**src/rtl/uart_rx_ctrl.sv**
```systemverilog
// uart_rx_ctrl: UART receive frame sequencer (start, data, parity, stop).
// Optional UART_RX_SYNC_EN adds a 2-flop synchronizer on RX_IN.
module uart_rx_ctrl #(
  parameter int PRESCALE_BITS = 5,
  parameter int DATA_BITS     = 8
) (
  input  logic                     CLK,
  input  logic                     RST,
  input  logic                     RX_IN,
  input  logic                     PAR_EN,
  input  logic [PRESCALE_BITS-1:0] Prescale,
  input  logic                     strt_glitch,
  input  logic                     par_err,
  input  logic                     stp_err,
  output logic [PRESCALE_BITS-1:0] edge_cnt,
  output logic [3:0]               bit_cnt,
  output logic                     dat_samp_en,
  output logic                     deser_en,
  output logic                     strt_chk_en,
  output logic                     par_chk_en,
  output logic                     stp_chk_en,
  output logic                     data_valid,
  output logic                     busy
);

  localparam logic [2:0] IDLE   = 3'd0;
  localparam logic [2:0] START  = 3'd1;
  localparam logic [2:0] DATA   = 3'd2;
  localparam logic [2:0] PARITY = 3'd3;
  localparam logic [2:0] STOP   = 3'd4;
  localparam logic [2:0] CHECK  = 3'd5;

  localparam logic [3:0] LAST_BIT = 4'(DATA_BITS - 1);

  logic [2:0]               state;
  logic                     par_en_q;
  logic                     par_flag;
  logic                     rx;
  logic                     bit_end;
  logic [PRESCALE_BITS-1:0] last_edge;
  logic [PRESCALE_BITS-1:0] edge_inc;

`ifdef UART_RX_SYNC_EN
  logic [1:0] rx_sync;

  always_ff @(posedge CLK or negedge RST) begin
    if (!RST) begin
      rx_sync <= 2'b11;
    end else begin
      rx_sync <= {rx_sync[0], RX_IN};
    end
  end

  assign rx = rx_sync[1];
`else
  assign rx = RX_IN;
`endif

  assign last_edge = Prescale - PRESCALE_BITS'(1);
  assign bit_end   = (edge_cnt == last_edge);
  assign edge_inc  = bit_end ? '0 : edge_cnt + PRESCALE_BITS'(1);

  always_ff @(posedge CLK or negedge RST) begin
    if (!RST) begin
      state    <= IDLE;
      edge_cnt <= '0;
      bit_cnt  <= '0;
      par_en_q <= 1'b0;
      par_flag <= 1'b0;
    end else begin
      unique case (state)
        IDLE: begin
          if (!rx) begin
            state    <= START;
            edge_cnt <= '0;
            bit_cnt  <= '0;
            par_en_q <= PAR_EN;
          end
        end
        START: begin
          edge_cnt <= edge_inc;
          if (bit_end) begin
            state   <= DATA;
            bit_cnt <= '0;
          end
        end
        DATA: begin
          // A glitchy start is judged on the first data cycle
          if (bit_cnt == '0 && edge_cnt == '0 && strt_glitch) begin
            state    <= IDLE;
            edge_cnt <= '0;
            bit_cnt  <= '0;
          end else begin
            edge_cnt <= edge_inc;
            if (bit_end) begin
              if (bit_cnt == LAST_BIT) begin
                bit_cnt <= '0;
                state   <= par_en_q ? PARITY : STOP;
              end else begin
                bit_cnt <= bit_cnt + 4'd1;
              end
            end
          end
        end
        PARITY: begin
          edge_cnt <= edge_inc;
          if (bit_end) begin
            state <= STOP;
          end
        end
        STOP: begin
          edge_cnt <= edge_inc;
          if (edge_cnt == '0) begin
            par_flag <= par_en_q & par_err;
          end
          if (bit_end) begin
            state <= CHECK;
          end
        end
        CHECK: begin
          state <= IDLE;
        end
        default: begin
          state    <= IDLE;
          edge_cnt <= '0;
          bit_cnt  <= '0;
        end
      endcase
    end
  end

  assign dat_samp_en = (state == START) || (state == DATA) ||
                       (state == PARITY) || (state == STOP);
  assign deser_en    = (state == DATA) && bit_end;
  assign strt_chk_en = (state == START);
  assign par_chk_en  = (state == PARITY);
  assign stp_chk_en  = (state == STOP);
  assign data_valid  = (state == CHECK) && !stp_err && !par_flag;
  assign busy        = (state != IDLE);

endmodule

```
**config.mk**
```make
export PLATFORM = sky130hd
export DESIGN_NAME = uart_rx_ctrl
export DESIGN_NICKNAME = d
export VERILOG_FILES = /design/src/rtl/uart_rx_ctrl.sv
export SDC_FILE = /design/constraint.sdc
export NUM_CORES = 1
export LEC_CHECK = 0
export ABC_AREA = 1
export ABC_CLOCK_PERIOD_IN_PS = 2050
export BUFFER_PORTS_ARGS = -buffer_cell sky130_fd_sc_hd__buf_4
export CAP_MARGIN = 15
export CORE_MARGIN = 2
export CORE_UTILIZATION = 52
export CTS_CLUSTER_DIAMETER = 60
export DETAILED_ROUTE_END_ITERATION = 10
export PLACE_DENSITY = 0.89
export SETUP_SLACK_MARGIN = 0.15
export SLEW_MARGIN = 15
export SYNTH_ARGS = -nofsm -noshare
export SYNTH_HDL_FRONTEND = slang
export SYNTH_SLANG_ARGS = --single-unit
```
**constraint.sdc**
```tcl
create_clock -name CLK -period 2.05 [get_ports CLK]
set_clock_uncertainty 0.2 [all_clocks]
set_input_delay 0.205 -clock CLK [delete_from_list [all_inputs] [get_ports CLK]]
set_output_delay 0.205 -clock CLK [all_outputs]
set_load 0.01 [all_outputs]
```
### Word-level counts from Yosys, hierarchy flattened

Index checks and enable logic that the tools add are counted.

* register bits: 14
* input bits: 12

* add/sub/neg operators: 3
* eq/ne operators: 13
* mux-type cells: 19
* bitwise operators: 4
* reduce and logical (&&, ||, !) cells: 21

Operator list (number)
* 3-bit 2-to-1 mux: 8
* 4-bit 2-to-1 mux: 5
* 5-bit one-hot mux with 4 select lines: 1
* 4-bit one-hot mux with 4 select lines: 1
* 5-bit 2-to-1 mux: 3
* 3-bit one-hot mux with 5 select lines: 1
* 3-bit by 2-bit equality test with 1-bit output (second input constant): 2
* 3-bit equality test (second input constant): 2
* 2-bit by 1-bit inequality test with 1-bit output (second input constant): 3
* 3-bit inequality test (second input constant): 2
* 2-bit AND reduction: 3
* 6-bit AND reduction: 1
* 3-bit OR reduction: 2
* 5-bit by 1-bit adder with 5-bit output (second input constant): 1
* 5-bit equality test: 1
* 1-bit logical AND: 5
* 5-bit zero test: 1
* 5-bit by 1-bit subtractor with 5-bit output (second input constant): 1
* 4-bit by 1-bit adder with 4-bit output (second input constant): 1
* 4-bit by 3-bit equality test with 1-bit output (second input constant): 1
* 4-bit zero test: 1
* 4-bit AND reduction: 1
* 3-bit by 1-bit equality test with 1-bit output (second input constant): 1
* 3-bit zero test: 1
* 6 further kinds: 11

### Logic depth before layout (Yosys ltp)

Gate-level depths: netlist of the first run.

* depth in word-level cells: 5
* depth in mapped cells: 13
* gate-level depth less buffers: 13

### Least setup slack after synthesis of the first run

OpenSTA, ideal clock, no wires.

* path type: register -> register
* start: register edge_cnt[0]
* end: register state[0]
* arrival time: 1.380 ns
* required time: 1.733 ns
* setup slack: 0.353 ns
* stages on the path, launching flop included: 12
* buffers on the path: 0
* period minus slack after synthesis: 1.697 ns
* cell sequence: dfrtp_1 inv_2 ha_1 nand3_2 nor2_4 nand2_1 nand2_2 nand2_2 nand2_4 nand2_2 nand2_1 nand2_1

* cells in the longest elaborated chain, start to end: 5
* elaborated cells between the ends (all ways): 12
* classes of those cells: eq/ne (6); mux (2); reduce/logical (4)

Ends and longest elaborated chain
* start: declaration: RTL line 15 `output logic [PRESCALE_BITS-1:0] edge_cnt,`
* start signal: assignment: RTL line 81 `edge_cnt <= edge_inc;`
* start signal: assignment: RTL line 94 `edge_cnt <= edge_inc;`
* start signal: assignment: RTL line 106 `edge_cnt <= edge_inc;`
* 5-bit zero test: RTL line 89 `if (bit_cnt == '0 && edge_cnt == '0 && strt_glitch) begin`
* 1-bit logical AND (2 in series): RTL line 89
* 3-bit inequality test (no line) / 3-bit 2-to-1 mux (equally long branches)
* 6-bit AND reduction (no line) / 3-bit one-hot mux with 5 select lines (equally long branches)
* end signal: assignment: RTL line 98 `state <= par_en_q ? PARITY : STOP;`
* end: declaration: RTL line 35 `logic [2:0] state;`

Parallel ways exist; a longest one is shown, timed or not.
A chain may end at the register's enable or synchronous reset.

### Final worst setup path of the first run

* start: register edge_cnt[0]
* end: output port deser_en

* cells in the longest elaborated chain, start to end: 2

Ends and longest elaborated chain
* 5-bit equality test: RTL line 60 `assign bit_end = (edge_cnt == last_edge);`
* 1-bit logical AND: RTL line 134 `assign deser_en = (state == DATA) && bit_end;`
* end: declaration: RTL line 18 `output logic deser_en,`

Every way passes these cells.

==> results.sh, run 1 <==
export IMPL_grt_pass1_vias=1113
export IMPL_synth_distinct_cells=25
export IMPL_diodes=0
export IMPL_dieArea_um2=2540
export IMPL_vdd_drop_max_mv=0.824
export IMPL_cp_max_fo=2
export IMPL_wl_per_cell_um=12.9
export IMPL_hp_start="par_err"
export IMPL_drc=0
export IMPL_period_share_pct=91.3
export IMPL_crit_arrival_ns=1.47
export IMPL_synth_seq_area_share_pct=31.4
export IMPL_setup_viol=0
export IMPL_postRouteAntennaNets=0
export IMPL_syn_nets=181
export IMPL_status="finished, final reports clean"
export IMPL_rsz0062_at_grt="true"
export IMPL_r2r_cells=12
export IMPL_cp_common_cell="nand2_1"
export IMPL_start_util_pct=55.8
export IMPL_drt_iter0_markers=41
export IMPL_drt_total_wl_um=3010
export IMPL_cap_violations=0
export IMPL_hpwl_um=2070
export IMPL_fmax_ghz=0.534
export IMPL_crit_required_ns=1.64
export IMPL_endpoint_kind="output pin"
export IMPL_drt_first_pass_iters=4
export IMPL_grt_max_degree=15
export IMPL_core_rowCount=16
export IMPL_cts_sinks=14
export IMPL_synth_cells=164
export IMPL_min_period_ns=1.87
export IMPL_nets=224
export IMPL_io_pins=28
export IMPL_vias=1196
export IMPL_layout_area_overhead_vs_synth_pct=36.3
export IMPL_min_to="par_flag"
export IMPL_grt_pass1_wl_um=4560
export IMPL_cts_root_buf="clkbuf_4"
export IMPL_antenna_found_initial=0
export IMPL_r2r_slack_ns=0.22
export IMPL_cts_path_max_buffers=2
export IMPL_placed_area_um2=1360
export IMPL_syn_avg_cell_area_um2=6.81
export IMPL_port_buffers=27
export IMPL_tightest_slew_ns=0.289
export IMPL_powerDensity_nw_per_um2=1270
export IMPL_design_core_area_um2=2000
export IMPL_path_buf_inv=2
export IMPL_cp_slowest_stage_delay_ns=0.40
export IMPL_gp_congestion=0.898
export IMPL_hold_path_depth=3
export IMPL_die_h_um=50.4
export IMPL_numCtsBuffers=3
export IMPL_avgViaCountPerCell=5.13
export IMPL_yosys_area_top_type="dfrtp_1"
export IMPL_synth_area_leaders="dfrtp_1, nand2_1, nand3_1"
export IMPL_critical_path_top_delay_family="simple AND/OR/NAND/NOR gates"
export IMPL_grt_remaining_overflow=0
export IMPL_p_leak_nw=0.846
export IMPL_ys_ff_latch=14
export IMPL_path_cells="buf_6, nand2_1, nand2_1, nor2_1, nand2_1, nor2_4, nand2_4, nor2_2, buf_4"
export IMPL_rr_startpoint="edge_cnt[0]"
export IMPL_grtUsageTotal_pct=23.2
export IMPL_cp_start_kind="register"
export IMPL_drive_gt1_share_pct=35.0
export IMPL_fp_dieW_um=50.4
export IMPL_yosysTopAreaCellShare_pct=31.4
export IMPL_clkTransAtPathRegs_ns=0.09
export IMPL_cts_tree="built"
export IMPL_ys_warn_count=0
export IMPL_slew_headroom_pct=80.7
export IMPL_worstSkewPairLatency_ns=0.29
export IMPL_tns_ns=0
export IMPL_syn_cell_area_um2=1120
export IMPL_hp_class="primary input to register"
export IMPL_final_area_um2=1520
export IMPL_cp_slowest_cell="dfrtp_1"
export IMPL_htreeDepth=1
export IMPL_finalHoldViolCount=0
export IMPL_drv_slew=0
export IMPL_rr_endpoint="state[0]"
export IMPL_path_class="register to output pin"
==> cell type report <==
type                    instances  area (um^2)
well taps                      27         33.8
clock buffers                   4         36.3
flip-flops and latches         14          358
fillers                       145          479
multi-input cells             124          703
inverters                      26         97.6
repair buffers                 38          294
==> cells in the final DEF, fill, tap and decap left out, drive strengths merged <==
cell type,count
inv,26
or2,1
nor3b,1
mux2,1
buf,36
xnor2,1
dfrtp,14
a31oi,1
o21bai,1
o21ai,3
nand3,20
a21oi,1
nor2,19
clkbuf,4
dlygate4sd3,2
nor3,4
xor2,4
nand2,60
ha,5
o22ai,2
==> Yosys cell counts <==
| master | instances |
|---|---|
| nor2_2 | 1 |
| nand2_4 | 4 |
| o21bai_1 | 1 |
| nor3_1 | 2 |
| inv_1 | 22 |
| mux2_2 | 1 |
| or2_2 | 1 |
| nor2_1 | 16 |
| nor2_4 | 2 |
| inv_2 | 4 |
| nand3_2 | 1 |
| a21oi_1 | 1 |
| nand2_2 | 5 |
| ha_1 | 5 |
| nor3b_1 | 1 |
| o22ai_1 | 2 |
| o21ai_0 | 2 |
| xnor2_1 | 1 |
| nand2_1 | 51 |
| xor2_1 | 4 |
| a31oi_1 | 1 |
| dfrtp_1 | 14 |
| o21ai_1 | 1 |
| nor3_2 | 2 |
| nand3_1 | 19 |
==> power by group <==
group	leakage, nW	switching (mW)	internal [mW]
clock network	0.0210	0.0923	0.108
logic	0.650	0.720	0.525
registers	0.175	0.113	0.368
total	0.846	0.926	1.00
==> logic make-up (layout without fill, tap and decap cells) <==
group | after synthesis | count (layout) | share of synthesized area [%]
flip-flops | 14 | 14 | 31.4
XOR/XNOR | 5 | 5 | 3.92
AND/OR/NAND/NOR | 105 | 105 | 45.2
adder cells (fa/ha/maj) | 5 | 5 | 5.60
buffers and inverters | 26 | 68 | 8.73
multiplexers | 1 | 1 | 1.01
AO/OA/AOI/OAI | 8 | 8 | 4.14
==> routing by layer <==
layer	track usage [%]	wire, um
met4	7.21	34
met2	44.3	1560
met3	1.79	138
met5	0	0
met1	27.3	1280
==> how the worst max path moves through the flow <==
stage / start / end / cells after the start
finish: edge_cnt[0] / deser_en / 9
global route: edge_cnt[0] / deser_en / 10
CTS: edge_cnt[3] / deser_en / 8
detailed placement: Prescale[0] / deser_en / 12
global placement: Prescale[0] / deser_en / 12
floorplan: edge_cnt[0] / state[0] / 11
==> state kept, by name (all words and copies together) (netlist names) <==
register and flops:
bit_cnt 4, edge_cnt 5, par_en_q 1, par_flag 1
state 3
==> repair_timing <==
| item | CTS | global route |
|---|---|---|
| hold buffers | 2 | 0 |
| gates resized for setup | 2 | 13 |
| pin swaps | 3 | 7 |
| setup buffers | 4 | 4 |
| setup endpoints to repair | 1 | 11 |
| hold endpoints to repair | 15 | 0 |
==> stage by stage <==
| step | hold WS, ns | utilization, % | power, mW | setup WS [ns] | instances |
|---|---|---|---|---|---|
| 2_1_floorplan | -0.291 | - | 1.20 | 0.353 | 164 |
| 3_3_place_gp | -0.134 | 68.0 | 1.50 | 0.249 | 219 |
| 3_5_place_dp | -0.136 | 68.0 | 1.54 | 0.236 | 219 |
| 4_1_cts | 0.00609 | 72.6 | 1.79 | 0.158 | 229 |
| 5_1_grt | 0.0120 | 76.1 | 2.08 | 0.0656 | 233 |
| 6_report | 0.00142 | 76.1 | 1.93 | 0.179 | 233 |
==> worst min-delay path, stage by stage <==
cell and delay (ns):
buf_4 0.11, nand2_1 0.06, a31oi_1 0.08
Power figures use the tool's default switching activity.
==> run 2: changes to the inputs <==
Settings changed: ABC_CLOCK_PERIOD_IN_PS 2050 to 1600, CORE_UTILIZATION 52 to 47, CTS_CLUSTER_SIZE set to 40, PLACE_DENSITY 0.89 to 0.86, REMOVE_ABC_BUFFERS set to 1.
Clock period 2.05 ns to 1.6 ns, I/O delays scaled along.
==> run 2 against run 1 <==
Sequential share of layout area fell by 5.8 points. The run now ends with negative setup slack left. Design area up 31%. Non-clock buffer count is 33 higher. Worst hold slack improved by 0.0011 ns. Sequential cell count is the same. Utilization is 13 points higher. Via count up 30%. Routed wire length rose by 69%. Critical endpoint is now bit_cnt[0].
==> results.sh, run 2 (synthesized netlist as in run 1, its figures left out) <==
export IMPL_status="finished, violations left"
export IMPL_violations="negative setup slack"
export IMPL_nets=257
export IMPL_final_cell_mix="buf_4, nand2_1, buf_6"
export IMPL_hold_path_depth=3
export IMPL_numCtsBuffers=3
export IMPL_postRouteAntennaNets=0
export IMPL_path_depth=11
export IMPL_grt_pass1_vias=1412
export IMPL_period_share_pct=122
export IMPL_htreeDepth=1
export IMPL_fin_hold_ws_ns=0.00252
export IMPL_finalHoldViolCount=0
export IMPL_path_cells="inv_1, ha_1, nand2_1, nor3_2, nand2_4, nand2_4, nand2_4, nand2_4, nand2_4, nand2_2, nand2_2"
export IMPL_gp_congestion=0.923
export IMPL_die_h_um=52.8
export IMPL_grtUsageTotal_pct=31.6
export IMPL_cp_start_kind="register"
export IMPL_start_util_pct=50.0
export IMPL_critical_path_top_delay_family="simple AND/OR/NAND/NOR gates"
export IMPL_endpoint_kind="register"
export IMPL_final_seq_area_um2=354
export IMPL_avgViaCountPerCell=5.84
export IMPL_diodes=0
export IMPL_crit_arrival_ns=1.93
export IMPL_wl_per_cell_um=19.0
export IMPL_layout_area_overhead_vs_synth_pct=78.7
export IMPL_drv_slew=0
export IMPL_hpwl_um=2190
export IMPL_largestRegisters="edge_cnt: 5 flops, bit_cnt: 4 flops, state: 3 flops"
export IMPL_cp_slowest_cell="dfrtp_1"
export IMPL_drt_total_wl_um=5090
export IMPL_vias=1558
export IMPL_core_rowCount=17
export IMPL_cts_path_max_buffers=2
export IMPL_cts_root_buf="clkbuf_4"
export IMPL_grt_pass1_wl_um=6240
export IMPL_grt_remaining_overflow=0
export IMPL_cap_violations=0
export IMPL_crit_required_ns=1.58
export IMPL_fp_dieW_um=52.8
export IMPL_final_util_pct=89.4
export IMPL_rsz0062_at_grt="true"
export IMPL_multi_input_area_um2=855
export IMPL_drt_first_pass_iters=6
export IMPL_cp_slowest_stage_delay_ns=0.43
export IMPL_io_pins=28
export IMPL_cp_common_cell="nand2_4"
export IMPL_drc=0
export IMPL_setup_viol=20
export IMPL_design_core_area_um2=2230
export IMPL_largest_register_ffs=5
export IMPL_largest_register="edge_cnt"
export IMPL_powerDensity_nw_per_um2=1910
export IMPL_layout_setup_ws_ns=-0.347
export IMPL_antenna_found_initial=0
export IMPL_clkTransAtPathRegs_ns=0.11
export IMPL_p_leak_nw=1.05
export IMPL_path_class="register to register"
export IMPL_dieArea_um2=2780
export IMPL_min_period_ns=1.95
export IMPL_fillCellCount=103
export IMPL_drive_gt1_share_pct=55.2
export IMPL_grt_max_degree=15
export IMPL_path_buf_inv=1
export IMPL_worstSkewPairLatency_ns=0.30
export IMPL_dp_slack_ns=-0.147
export IMPL_vdd_drop_max_mv=1.58
export IMPL_layout_commonest_cell="buf_4"
export IMPL_port_buffers=27
export IMPL_hp_class="primary input to register"
export IMPL_cp_max_fo=5
export IMPL_fmax_ghz=0.514
export IMPL_drt_iter0_markers=75
export IMPL_cts_tree="built"
export IMPL_tightest_slew_ns=0.296
export IMPL_r2r_cells=11
export IMPL_slew_headroom_pct=80.3
export IMPL_totalPowerFinal_mw=3.81
export IMPL_cts_sinks=14
[run 2: area by class of cell]
type,instances,share of cell area [%]
Tap cell,28,1.75
Clock buffer,4,1.82
Sequential cell,14,17.7
Multi-Input combinational cell,124,42.8
Timing Repair Buffer,71,31.0
Inverter,26,4.89
[run 2: power by group]
group	switching [mW]	leakage, nW	internal (mW)	total, mW
sequential	0.191	0.180	0.467	0.658
combinational	1.50	0.846	1.36	2.87
clock	0.146	0.0210	0.139	0.284
[run 2: metrics by stage]
| stage | setup TNS, ns | instance area [um^2] | std cells |
|---|---|---|---|
| finish | -4.59 | 2000 | 267 |
| global route | -5.59 | 2000 | 267 |
| detailed placement | -1.01 | 1480 | 236 |
| global placement | -0.351 | 1480 | 236 |
| floorplan | -0.665 | 1120 | 164 |
| CTS | -2.11 | 1800 | 260 |
[run 2: final timing paths]
path / endpoint / from / slack [ns]
hold / removal: par_en_q / RX_IN / 0.003
setup reg to reg: bit_cnt[0] / bit_cnt[0] / -0.35
hold reg to reg: par_flag / par_en_q / 0.45
min in group asynchronous: state[1] / RST / 0.06
max in group asynchronous: state[2] / RST / 0.95
setup / recovery: bit_cnt[0] / bit_cnt[0] / -0.35
[run 2: repair_timing]
action | in CTS | in global routing
endpoints found under the hold margin | 16 | 0
hold buffers | 3 | 0
setup endpoints to repair | 19 | 23
pin swaps | 8 | 19
setup buffers | 17 | 7
gates resized for setup | 41 | 35
[run 2: per-layer routing]
metal	track usage [%]	vias to the layer above	share of wire (%)
li1	-	664	-
met1	33.3	716	35
met2	55.6	124	49
met3	5.14	54	7.1
met4	23.5	0	8.6
met5	0	-	0
[run 2: worst min-delay path, stage by stage]
cell    delay (ns)
buf_4         0.10
nor2_4        0.04
mux2_4        0.18
==> run 3: changes to the inputs <==
Settings changed: SKIP_CTS_REPAIR_TIMING set to 1.
==> run 3 against run 2 <==
Critical path type is now register to output pin. Utilization down 2.4 points. The run still ends with negative setup slack left. Design area down 2.6%. Final cell count down 3.4%.
==> results.sh, run 3 (synthesized netlist as in run 1, its figures left out) <==
export IMPL_rr_endpoint="state[0]"
export IMPL_worstSkewPairLatency_ns=0.29
export IMPL_grt_pass1_vias=1178
export IMPL_fin_hold_ws_ns=0.00545
export IMPL_die_h_um=52.8
export IMPL_path_class="register to output pin"
export IMPL_layout_setup_ws_ns=-0.343
export IMPL_drt_total_wl_um=4340
export IMPL_wl_per_cell_um=16.8
export IMPL_io_pins=28
export IMPL_cp_max_fo=5
export IMPL_gp_congestion=0.923
export IMPL_hp_start="RX_IN"
export IMPL_totalPowerFinal_mw=3.48
export IMPL_final_area_um2=1940
export IMPL_slew_headroom_pct=78.2
export IMPL_cp_start_kind="register"
export IMPL_layout_area_overhead_vs_synth_pct=74.0
export IMPL_violations="negative setup slack"
export IMPL_numCtsBuffers=3
export IMPL_core_rowCount=17
export IMPL_layout_commonest_cell="buf_4"
export IMPL_nets=248
export IMPL_powerDensity_nw_per_um2=1790
export IMPL_crit_arrival_ns=1.58
export IMPL_largest_register_ffs=5
export IMPL_antenna_found_initial=0
export IMPL_vias=1431
export IMPL_drt_iter0_markers=61
export IMPL_rsz0062_at_grt="true"
export IMPL_diodes=0
export IMPL_fin_cells=258
export IMPL_fp_dieW_um=52.8
export IMPL_r2r_cells=14
export IMPL_final_util_pct=87.1
export IMPL_dieArea_um2=2780
export IMPL_period_share_pct=121
export IMPL_grtUsageTotal_pct=21.5
export IMPL_final_cell_mix="buf_4, nand2_1, inv_1, buf_6, nand2_2"
export IMPL_largest_register="edge_cnt"
export IMPL_multi_input_area_um2=890
export IMPL_drt_first_pass_iters=5
export IMPL_avgViaCountPerCell=5.55
export IMPL_drc=0
export IMPL_p_leak_nw=1.01
export IMPL_postRouteAntennaNets=0
export IMPL_start_util_pct=50.0
export IMPL_placed_area_um2=1480
export IMPL_hpwl_um=2190
export IMPL_endpoint_kind="output pin"
export IMPL_tightest_slew_ns=0.325
export IMPL_dp_slack_ns=-0.147
export IMPL_design_core_area_um2=2230
export IMPL_crit_required_ns=1.24
export IMPL_finalHoldViolCount=0
export IMPL_numPlacedInstances=236
export IMPL_cts_sinks=14
export IMPL_cts_tree="built"
export IMPL_tns_ns=-3.78
export IMPL_clkTransAtPathRegs_ns=0.11
export IMPL_drive_gt1_share_pct=55.2
export IMPL_rr_startpoint="edge_cnt[1]"
export IMPL_status="finished, violations left"
export IMPL_hp_class="primary input to register"
export IMPL_vdd_drop_max_mv=1.59
export IMPL_cts_root_buf="clkbuf_4"
export IMPL_htreeDepth=1
export IMPL_fillCellCount=99
export IMPL_final_seq_area_um2=354
export IMPL_largestRegisters="edge_cnt: 5 flops, bit_cnt: 4 flops, state: 3 flops"
export IMPL_cap_violations=0
export IMPL_grt_remaining_overflow=0
export IMPL_r2r_slack_ns=-0.31
export IMPL_min_to="par_en_q"
export IMPL_port_buffers=27
export IMPL_cts_path_max_buffers=2
export IMPL_setup_viol=20
export IMPL_hold_path_depth=3
export IMPL_grt_pass1_wl_um=4460
export IMPL_fmax_ghz=0.515
export IMPL_min_period_ns=1.94
export IMPL_grt_max_degree=15
export IMPL_drv_slew=0
-- run 3: worst max path at each step --
| stage | start | endpoint | slack [ns] | cells after the start |
|---|---|---|---|---|
| final | state[1] | deser_en | -0.34 | 5 |
| after global routing | edge_cnt[1] | deser_en | -0.40 | 10 |
| after CTS | edge_cnt[0] | deser_en | -0.37 | 9 |
| after detailed placement | Prescale[0] | bit_cnt[0] | -0.15 | 14 |
| after global placement | Prescale[0] | deser_en | -0.07 | 12 |
| after floorplan | edge_cnt[0] | state[0] | -0.1 | 11 |
-- run 3: final cells by class --
type / instances / area share (%)
Sequential cell: 14 / 18.2
Tap cell: 28 / 1.80
Inverter: 26 / 5.15
Clock buffer: 4 / 1.87
Timing Repair Buffer: 62 / 27.2
Multi-Input combinational cell: 124 / 45.8
-- run 3: per-layer routing --
metal  wire [um]  global-route usage (%)  up-vias
met2        2250                    39.2      100
li1            -                       -      648
met1        1550                    23.4      657
met5           0                       0        -
met4         224                    12.0        0
met3         311                    3.14       26
-- run 3: power by group --
part           switching, mW  internal [mW]
Clock                  0.135          0.138
Combinational           1.41           1.14
Sequential             0.190          0.467
Total                   1.73           1.75
-- run 3: worst max-delay path: stages, from the launching register on --
cell and delay [ns]:
dfrtp_2 0.51, inv_4 0.07, nor3_4 0.33, inv_2 0.12, nor2_2 0.12, buf_4 0.12
